--- config.mk ---
export PLATFORM = sky130hd
export DESIGN_NAME = rank_filter_pipe
export DESIGN_NICKNAME = d
export VERILOG_FILES = /design/src/rtl/rank_filter_pkg.sv /design/src/rtl/cmp_exchange.sv /design/src/rtl/rank_filter_pipe.sv
export SDC_FILE = /design/constraint.sdc
export NUM_CORES = 2
export LEC_CHECK = 0
export ABC_AREA = 1
export BUFFER_PORTS_ARGS = -buffer_cell sky130_fd_sc_hd__buf_4
export CAP_MARGIN = 0
export CELL_PAD_IN_SITES_DETAIL_PLACEMENT = 0
export CELL_PAD_IN_SITES_GLOBAL_PLACEMENT = 1
export CORE_UTILIZATION = 51
export DETAILED_ROUTE_END_ITERATION = 10
export PLACE_DENSITY = 0.93
export SKIP_LAST_GASP = 1
export SYNTH_ARGS = -nofsm -noshare
export SYNTH_HDL_FRONTEND = slang
export SYNTH_SLANG_ARGS = --single-unit
--- constraint.sdc ---
create_clock -name clk -period 2.5 [get_ports clk]
set_clock_uncertainty 0.1 [all_clocks]
set_input_delay 0.5 -clock clk [delete_from_list [all_inputs] [get_ports clk]]
set_output_delay 0.5 -clock clk [all_outputs]
set_load 0.05 [all_outputs]
--- src/rtl/rank_filter_pkg.sv ---
// rtl/rank_filter_pkg.sv - shared constants and helpers for the rank-order filter
package rank_filter_pkg;

    localparam int RANK_MIN  = 0;
    localparam int PIX_W_MAX = 16;

    // Widest pixel the filter supports; narrower pixels live in its low bits.
    typedef logic [PIX_W_MAX-1:0] pix_t;

    function automatic int rank_median(input int n);
        return (n - 1) / 2;
    endfunction

    // Odd layers pair (0,1),(2,3)...; even layers pair (1,2),(3,4)...
    function automatic int cx_pairs_start(input int stage);
        return (stage % 2 == 1) ? 0 : 1;
    endfunction

endpackage

--- src/rtl/cmp_exchange.sv ---
// rtl/cmp_exchange.sv - stable unsigned compare-exchange cell
module cmp_exchange #(
    parameter int DATA_W = 8
) (
    input  logic [DATA_W-1:0] a,
    input  logic [DATA_W-1:0] b,
    output logic [DATA_W-1:0] lo,
    output logic [DATA_W-1:0] hi
);

    logic swap;

    // Swap only on strict inequality so equal keys keep their order.
    assign swap = (b < a);
    assign lo   = swap ? b : a;
    assign hi   = swap ? a : b;

endmodule

--- src/rtl/rank_filter_pipe.sv ---
// rtl/rank_filter_pipe.sv - pipelined odd-even transposition rank-order filter
module rank_filter_pipe
    import rank_filter_pkg::*;
#(
    parameter int DATA_W = 8,
    parameter int N_TAPS = 9,
    parameter int RANK_W = $clog2(N_TAPS)
) (
    input  logic                     clk,
    input  logic                     rst_n,
    input  logic                     in_valid,
    output logic                     in_ready,
    input  logic [N_TAPS*DATA_W-1:0] in_window,
    input  logic [RANK_W-1:0]        in_rank,
    input  logic                     in_sof,
    output logic                     out_valid,
    input  logic                     out_ready,
    output logic [DATA_W-1:0]        out_pixel,
    output logic                     out_sof
);

    localparam logic [RANK_W-1:0] RANK_MAX = RANK_W'(N_TAPS - 1);

    logic                advance;
    logic [RANK_W-1:0]   rank_clamped;
    logic [DATA_W-1:0]   stg_win [0:N_TAPS][N_TAPS];
    logic [DATA_W-1:0]   lyr_out [1:N_TAPS][N_TAPS];
    logic [RANK_W-1:0]   stg_rank [0:N_TAPS];
    logic [N_TAPS:0]     stg_sof;
    logic [N_TAPS:0]     stg_vld;

    // One global enable: the whole pipe moves whenever the output slot frees up.
    assign advance      = out_ready | ~out_valid;
    assign in_ready     = advance;
    assign rank_clamped = (in_rank > RANK_MAX) ? RANK_MAX : in_rank;

    for (genvar s = 1; s <= N_TAPS; s++) begin : g_layer
        localparam int START = cx_pairs_start(s);

        for (genvar p = 0; p < N_TAPS / 2; p++) begin : g_pair
            cmp_exchange #(.DATA_W(DATA_W)) u_cx (
                .a  (stg_win[s-1][START + 2*p]),
                .b  (stg_win[s-1][START + 2*p + 1]),
                .lo (lyr_out[s][START + 2*p]),
                .hi (lyr_out[s][START + 2*p + 1])
            );
        end

        // With an odd window exactly one tap is unpaired in every layer.
        if (START == 0) begin : g_pass_hi
            assign lyr_out[s][N_TAPS-1] = stg_win[s-1][N_TAPS-1];
        end else begin : g_pass_lo
            assign lyr_out[s][0] = stg_win[s-1][0];
        end
    end

    always_ff @(posedge clk or negedge rst_n) begin
        if (!rst_n) begin
            for (int s = 0; s <= N_TAPS; s++) begin
                for (int k = 0; k < N_TAPS; k++) begin
                    stg_win[s][k] <= '0;
                end
                stg_rank[s] <= '0;
            end
            stg_sof   <= '0;
            stg_vld   <= '0;
            out_valid <= 1'b0;
            out_pixel <= '0;
            out_sof   <= 1'b0;
        end else if (advance) begin
            for (int k = 0; k < N_TAPS; k++) begin
                stg_win[0][k] <= in_window[k*DATA_W +: DATA_W];
            end
            stg_rank[0] <= rank_clamped;
            stg_sof[0]  <= in_sof;
            stg_vld[0]  <= in_valid;
            for (int s = 1; s <= N_TAPS; s++) begin
                stg_win[s]  <= lyr_out[s];
                stg_rank[s] <= stg_rank[s-1];
                stg_sof[s]  <= stg_sof[s-1];
                stg_vld[s]  <= stg_vld[s-1];
            end
            out_valid <= stg_vld[N_TAPS];
            out_pixel <= stg_win[N_TAPS][stg_rank[N_TAPS]];
            // Bubbles never present a tag downstream.
            out_sof   <= stg_sof[N_TAPS] & stg_vld[N_TAPS];
        end
    end

endmodule

After elaboration in Yosys (flattened, before gate mapping)
Index checks and enable logic that the tools add are counted.
Widths: inputs -> output; s select.
{ "totals": {"register_bits": 790, "inputBits": 81, "out_inout_bits": 11} }
{ "classes": {"order_cmp": 38, "muxes": 76, "bitwise_logic": 4} }
{ "op_table": {"columns": ["cell", "n"], "rows": [
  ["$mux 8", 74],
  ["$lt 8x8->1", 36],
  ["$bmux 8 s4", 1],
  ["$ge 5x5->1 const B", 1],
  ["$not 4->5", 1],
  ["$gt 4x4->1 const B", 1],
  ["$mux 4", 1],
  ["$and 1x1->1", 1],
  ["$not 1->1", 1],
  ["$or 1x1->1", 1]
]} }

Depth between registers and ports, before layout
{ "logic_depth": {"depth_word": 4, "mapped_depth": 12, "depth_no_buf": 11} }

Modules after synthesis
A second synthesis with hierarchy kept.
{ "hier_totals": {"cells_unflattened": 6490, "area_unflattened_um2": 47151.5} }
{ "modules_own_cells": {"columns": ["mod", "instances", "cells_each", "area_per_inst_um2"], "rows": [
  ["rank_filter_pipe", 1, 3466, 30260.3],
  ["cmp_exchange", 36, 84, 469.2]
]} }

Worst setup path after synthesis
No wires, ideal clock.
{ "synth_path": {"path_kind": "reg-to-output", "startpoint": "reg out_valid", "endpoint": "out in_ready", "arrival_time_ps": 1302, "required_ps": 1900, "slack_ps": 598, "path_stages_with_launch": 6, "n_path_buf": 2, "path_cell_list": "dfrtp_1 > inv_1 > nor2_2 > inv_2 > buf_2 > buf_2"} }
{ "synth_between": {"elab_chain_cells": 2} }
{ "synth_lines": {"columns": ["element", "line", "source"], "rows": [
  ["from (decl)", "rank_filter_pipe.sv:16", "output logic out_valid,"],
  ["from (signal assigned)", "rank_filter_pipe.sv:83", "out_valid <= stg_vld[N_TAPS];"],
  ["$not 1->1", "rank_filter_pipe.sv:33", "assign advance = out_ready | ~out_valid;"],
  ["$or 1x1->1", "rank_filter_pipe.sv:33", null],
  ["to (decl)", "rank_filter_pipe.sv:12", "output logic in_ready,"]
]} }
No other way between the ends.

Worst setup path in the final report
Same ends and word-level chain as after synthesis.

==> flow_results.org <==
** Clocking
- Root Buffer :: sky130_fd_sc_hd__clkbuf_16
- In this run the deepest clock path goes through 3 buffers.
- Worst-skew pair later-pin latency :: 650 ps
- Clock transition at the registers of the reported paths :: 60 ps
- Number of sinks handled by clock tree synthesis :: 790
- Number of clock buffers inserted by TritonCTS :: 85
- H-tree depth :: 3
- TritonCTS built the clock tree.

** Die
- 92 I/O pins were placed.
- The core region is 87,300 um^2.
- The die covers 89,700 um^2.
- The floorplan step set the die height to 300 um.
- For this configuration, the core starts out at a cell density of 0.517.
- Cell row count :: 108
- Die X-Extent :: 300 um

** GRT
- Global routing finished with a remaining overflow of 0.
- Global-route wire length before repair :: 176,000 um
- The initial antenna violation count is 0.
- The via count of the first global-routing pass was 35,800.
- Entering global routing, the biggest net connects 128 pins.
- Overall Global Routing Usage :: 0.232

** Setup path
- Tracing the worst setup path back leads to its startpoint at out_valid.
- Reg2reg end :: stg_win[28]
- The worst setup path is captured at an output pin.
- Worst reg2reg startpoint :: stg_win[101]
- Arrival time of data at the critical path endpoint :: 1660 ps
- Measured in cells, the most critical reg-to-reg path has a length of 7.
- Last element of the critical path :: in_ready
- The worst setup path is launched from a flop.
- For the worst setup path, the data required time is 1900 ps.
- Of all nets on the critical path, the largest fanout is 32.
- The worst setup path is of the flop to output pin kind.
- Minimum setup slack among reg-to-reg paths :: 400 ps

** Route
- Starting DRC count in detailed routing :: 2,714
- Pre-Repair DR Iteration Count :: 6
- Total vias in the final route :: 37,600
- In the final routed layout, each cell accounts on average for 13.9 um.
- Via density per instance :: 5.15
- Count of unresolved DRC violations after routing :: 0
- Total length of routed wires :: 102,000 um
- Final antenna-violating net count :: 0

** Finish
- Area used by multi-input combinational logic :: 20,800 um^2
- The sequential cells in the finished layout cover a total of 19,800 um^2.
- Share of final-layout standard cells stronger than drive strength 1 :: 0.0739
- The number of antenna diodes in the final layout is 0.
- The final layout contains 6,419 nets.
- Number of fillers in the final layout :: 8,168
- Compared with the post-synthesis result, the final layout area differs by 11.1%.

** STA
- Dividing the final minimum period by the clock period gives 0.903.
- At the pin with the least slew margin, the transition time is 844 ps.
- The worst pin sits at a relative slew slack of 0.437.
- The final-report hold violation count is 0.
- Setup repair after global routing left no endpoint under its margin.
- Max-slew violation count :: 0
- Fmax :: 443 MHz
- Min Tclk post-route :: 2260 ps
- Setup violations remaining at the end of the flow were counted as 0.
- Accumulated negative setup slack :: 0 ps

** Placement
- The HPWL after detailed placement is 71,800 um.
- In this run the tool buffered the top-level ports with 91 buffer cells.
- Routability cong. :: 0.852

** Job
- Max Cap Viol :: 0

** Synth
- Fraction of the yosys area taken by sequential cells :: 0.438
- After synthesis, the mean cell area works out to 7.46 um^2.
- Counting flops and latches in the post-synthesis netlist gives 790.
- Share of the synthesized area in the top cell type :: 0.438
- Count of flip-flops with a built-in enable after synthesis :: 0
- Most repeated cell in the gate-level netlist after synthesis :: sky130_fd_sc_hd__nand2_1
- Ranked by instance count, the synthesized netlist is headed by sky130_fd_sc_hd__nand2_1, sky130_fd_sc_hd__nand3_1, sky130_fd_sc_hd__dfrtp_1, sky130_fd_sc_hd__inv_1, sky130_fd_sc_hd__ha_1.
- Most frequently used flop master after synthesis :: sky130_fd_sc_hd__dfrtp_1
- Of all flip-flops after synthesis, the portion carrying an async set or reset was 1.00.
- The number of nets handed over by synthesis was 6,390.
- Synthesis produced 6,057 cells.
- In this run, distinct cell masters in the synthesized netlist total 24.
- After synthesis the cells add up to 45,200 um^2.
- Of all cell types, the one taking the most synthesized area is sky130_fd_sc_hd__dfrtp_1.
- The Yosys step of the flow raised 0 warnings.
- Cell types occupying the most area after synthesis :: sky130_fd_sc_hd__dfrtp_1, sky130_fd_sc_hd__nand2_1, sky130_fd_sc_hd__nand3_1

** Worst hold path
- The worst hold path begins at in_window[69].
- Path class of the lowest-slack min-delay path :: primary input to flop

** Outcome
- Run status :: completed
cell families after synthesis:
group | count (synthesis) | synth area share
simple gates | 3655 | 0.348
buf+inv | 1002 | 0.101
flops | 790 | 0.438
compound gates | 358 | 0.0430
fa+ha+maj | 252 | 0.0698
per-layer routing:
metal,wire (um),share of wire,track usage,vias to the layer above
met4,2430,0.024,0.0681,0
met3,2990,0.029,0.0236,154
met5,0,0,0,-
met1,47900,0.47,0.323,17600
li1,-,-,-,19300
met2,48500,0.48,0.383,611
through the flow:
stage	cell area [um^2]	setup WS, ps	util	instances	hold WS, ps
finish	50200	244	0.575	7312	37.4
global route	50200	169	0.575	7312	27.6
CTS	50200	198	0.575	7312	9.33
detailed placement	46500	429	0.532	7081	327
global placement	46500	461	0.532	7081	327
floorplan	45200	598	-	6057	104
flip-flops by register name, summed over array words and instances, names as in the netlist:
name,cells
stg_vld,10
out_pixel,8
stg_rank,40
lyr_out,72
out_valid,1
stg_sof,10
out_sof,1
stg_win,648
timing repair:
item / 4_1_cts / 5_1_grt
gates resized for setup: 0 / 0
hold buffers: 73 / 0
buffers inserted: 0 / 0
hold endpoints to repair: 155 / 0
layout make-up:
| type | count | area share |
|---|---|---|
| clock buffers | 121 | 0.0499 |
| clock inverters | 37 | 0.00925 |
| inverters | 674 | 0.0506 |
| multi-input cells | 4265 | 0.415 |
| flip-flops and latches | 790 | 0.394 |
| well taps | 1155 | 0.0288 |
| repair buffers | 270 | 0.0522 |
cells in the final DEF, fill, tap and decap left out:
master | synthesis | layout
sky130_fd_sc_hd__o21ai_0 | 172 | 172
sky130_fd_sc_hd__a21oi_1 | 114 | 114
sky130_fd_sc_hd__nor2_4 | 0 | 1
sky130_fd_sc_hd__inv_1 | 634 | 634
sky130_fd_sc_hd__inv_2 | 38 | 37
sky130_fd_sc_hd__buf_4 | 78 | 164
sky130_fd_sc_hd__ha_1 | 252 | 252
sky130_fd_sc_hd__clkinv_1 | 2 | 2
sky130_fd_sc_hd__nand2_1 | 2326 | 2326
sky130_fd_sc_hd__dlygate4sd3_1 | 0 | 73
sky130_fd_sc_hd__bufinv_16 | 0 | 9
sky130_fd_sc_hd__a21oi_2 | 2 | 2
sky130_fd_sc_hd__clkbuf_16 | 0 | 87
sky130_fd_sc_hd__o31ai_1 | 1 | 1
sky130_fd_sc_hd__clkinv_4 | 0 | 4
sky130_fd_sc_hd__inv_6 | 0 | 5
sky130_fd_sc_hd__nand3_1 | 1160 | 1160
sky130_fd_sc_hd__clkbuf_8 | 0 | 20
sky130_fd_sc_hd__buf_8 | 0 | 1
sky130_fd_sc_hd__clkbuf_1 | 25 | 14
sky130_fd_sc_hd__o211ai_1 | 16 | 16
sky130_fd_sc_hd__clkinvlp_4 | 0 | 8
sky130_fd_sc_hd__buf_12 | 0 | 32
sky130_fd_sc_hd__inv_8 | 0 | 1
sky130_fd_sc_hd__nand2_4 | 72 | 72
sky130_fd_sc_hd__dfrtp_1 | 790 | 790
sky130_fd_sc_hd__nor2_1 | 95 | 95
sky130_fd_sc_hd__clkinv_2 | 0 | 11
sky130_fd_sc_hd__o21a_1 | 36 | 36
sky130_fd_sc_hd__a22o_1 | 3 | 3
sky130_fd_sc_hd__o21ai_1 | 14 | 14
sky130_fd_sc_hd__nand4_2 | 1 | 1
worst max-delay path: stages (launching register included):
cell and delay, ps:
sky130_fd_sc_hd__dfrtp_1 340, sky130_fd_sc_hd__inv_1 70, sky130_fd_sc_hd__nor2_4 230, sky130_fd_sc_hd__inv_8 150, sky130_fd_sc_hd__buf_4 230
how the worst min path moves through the flow:
stage | to | depth (start not counted) | slack [ps]
5_1_grt | lyr_out[582] | 3 | 30
2_1_floorplan | lyr_out[0] | 0 | 100
3_3_place_gp | stg_win[159] | 1 | 330
6_report | lyr_out[581] | 3 | 40
3_5_place_dp | stg_win[158] | 1 | 330
4_1_cts | lyr_out[581] | 3 | 9
Power is left out: the tool's default activity adds up to more than one toggle a clock period on the data nets, which glitch-free logic cannot reach.
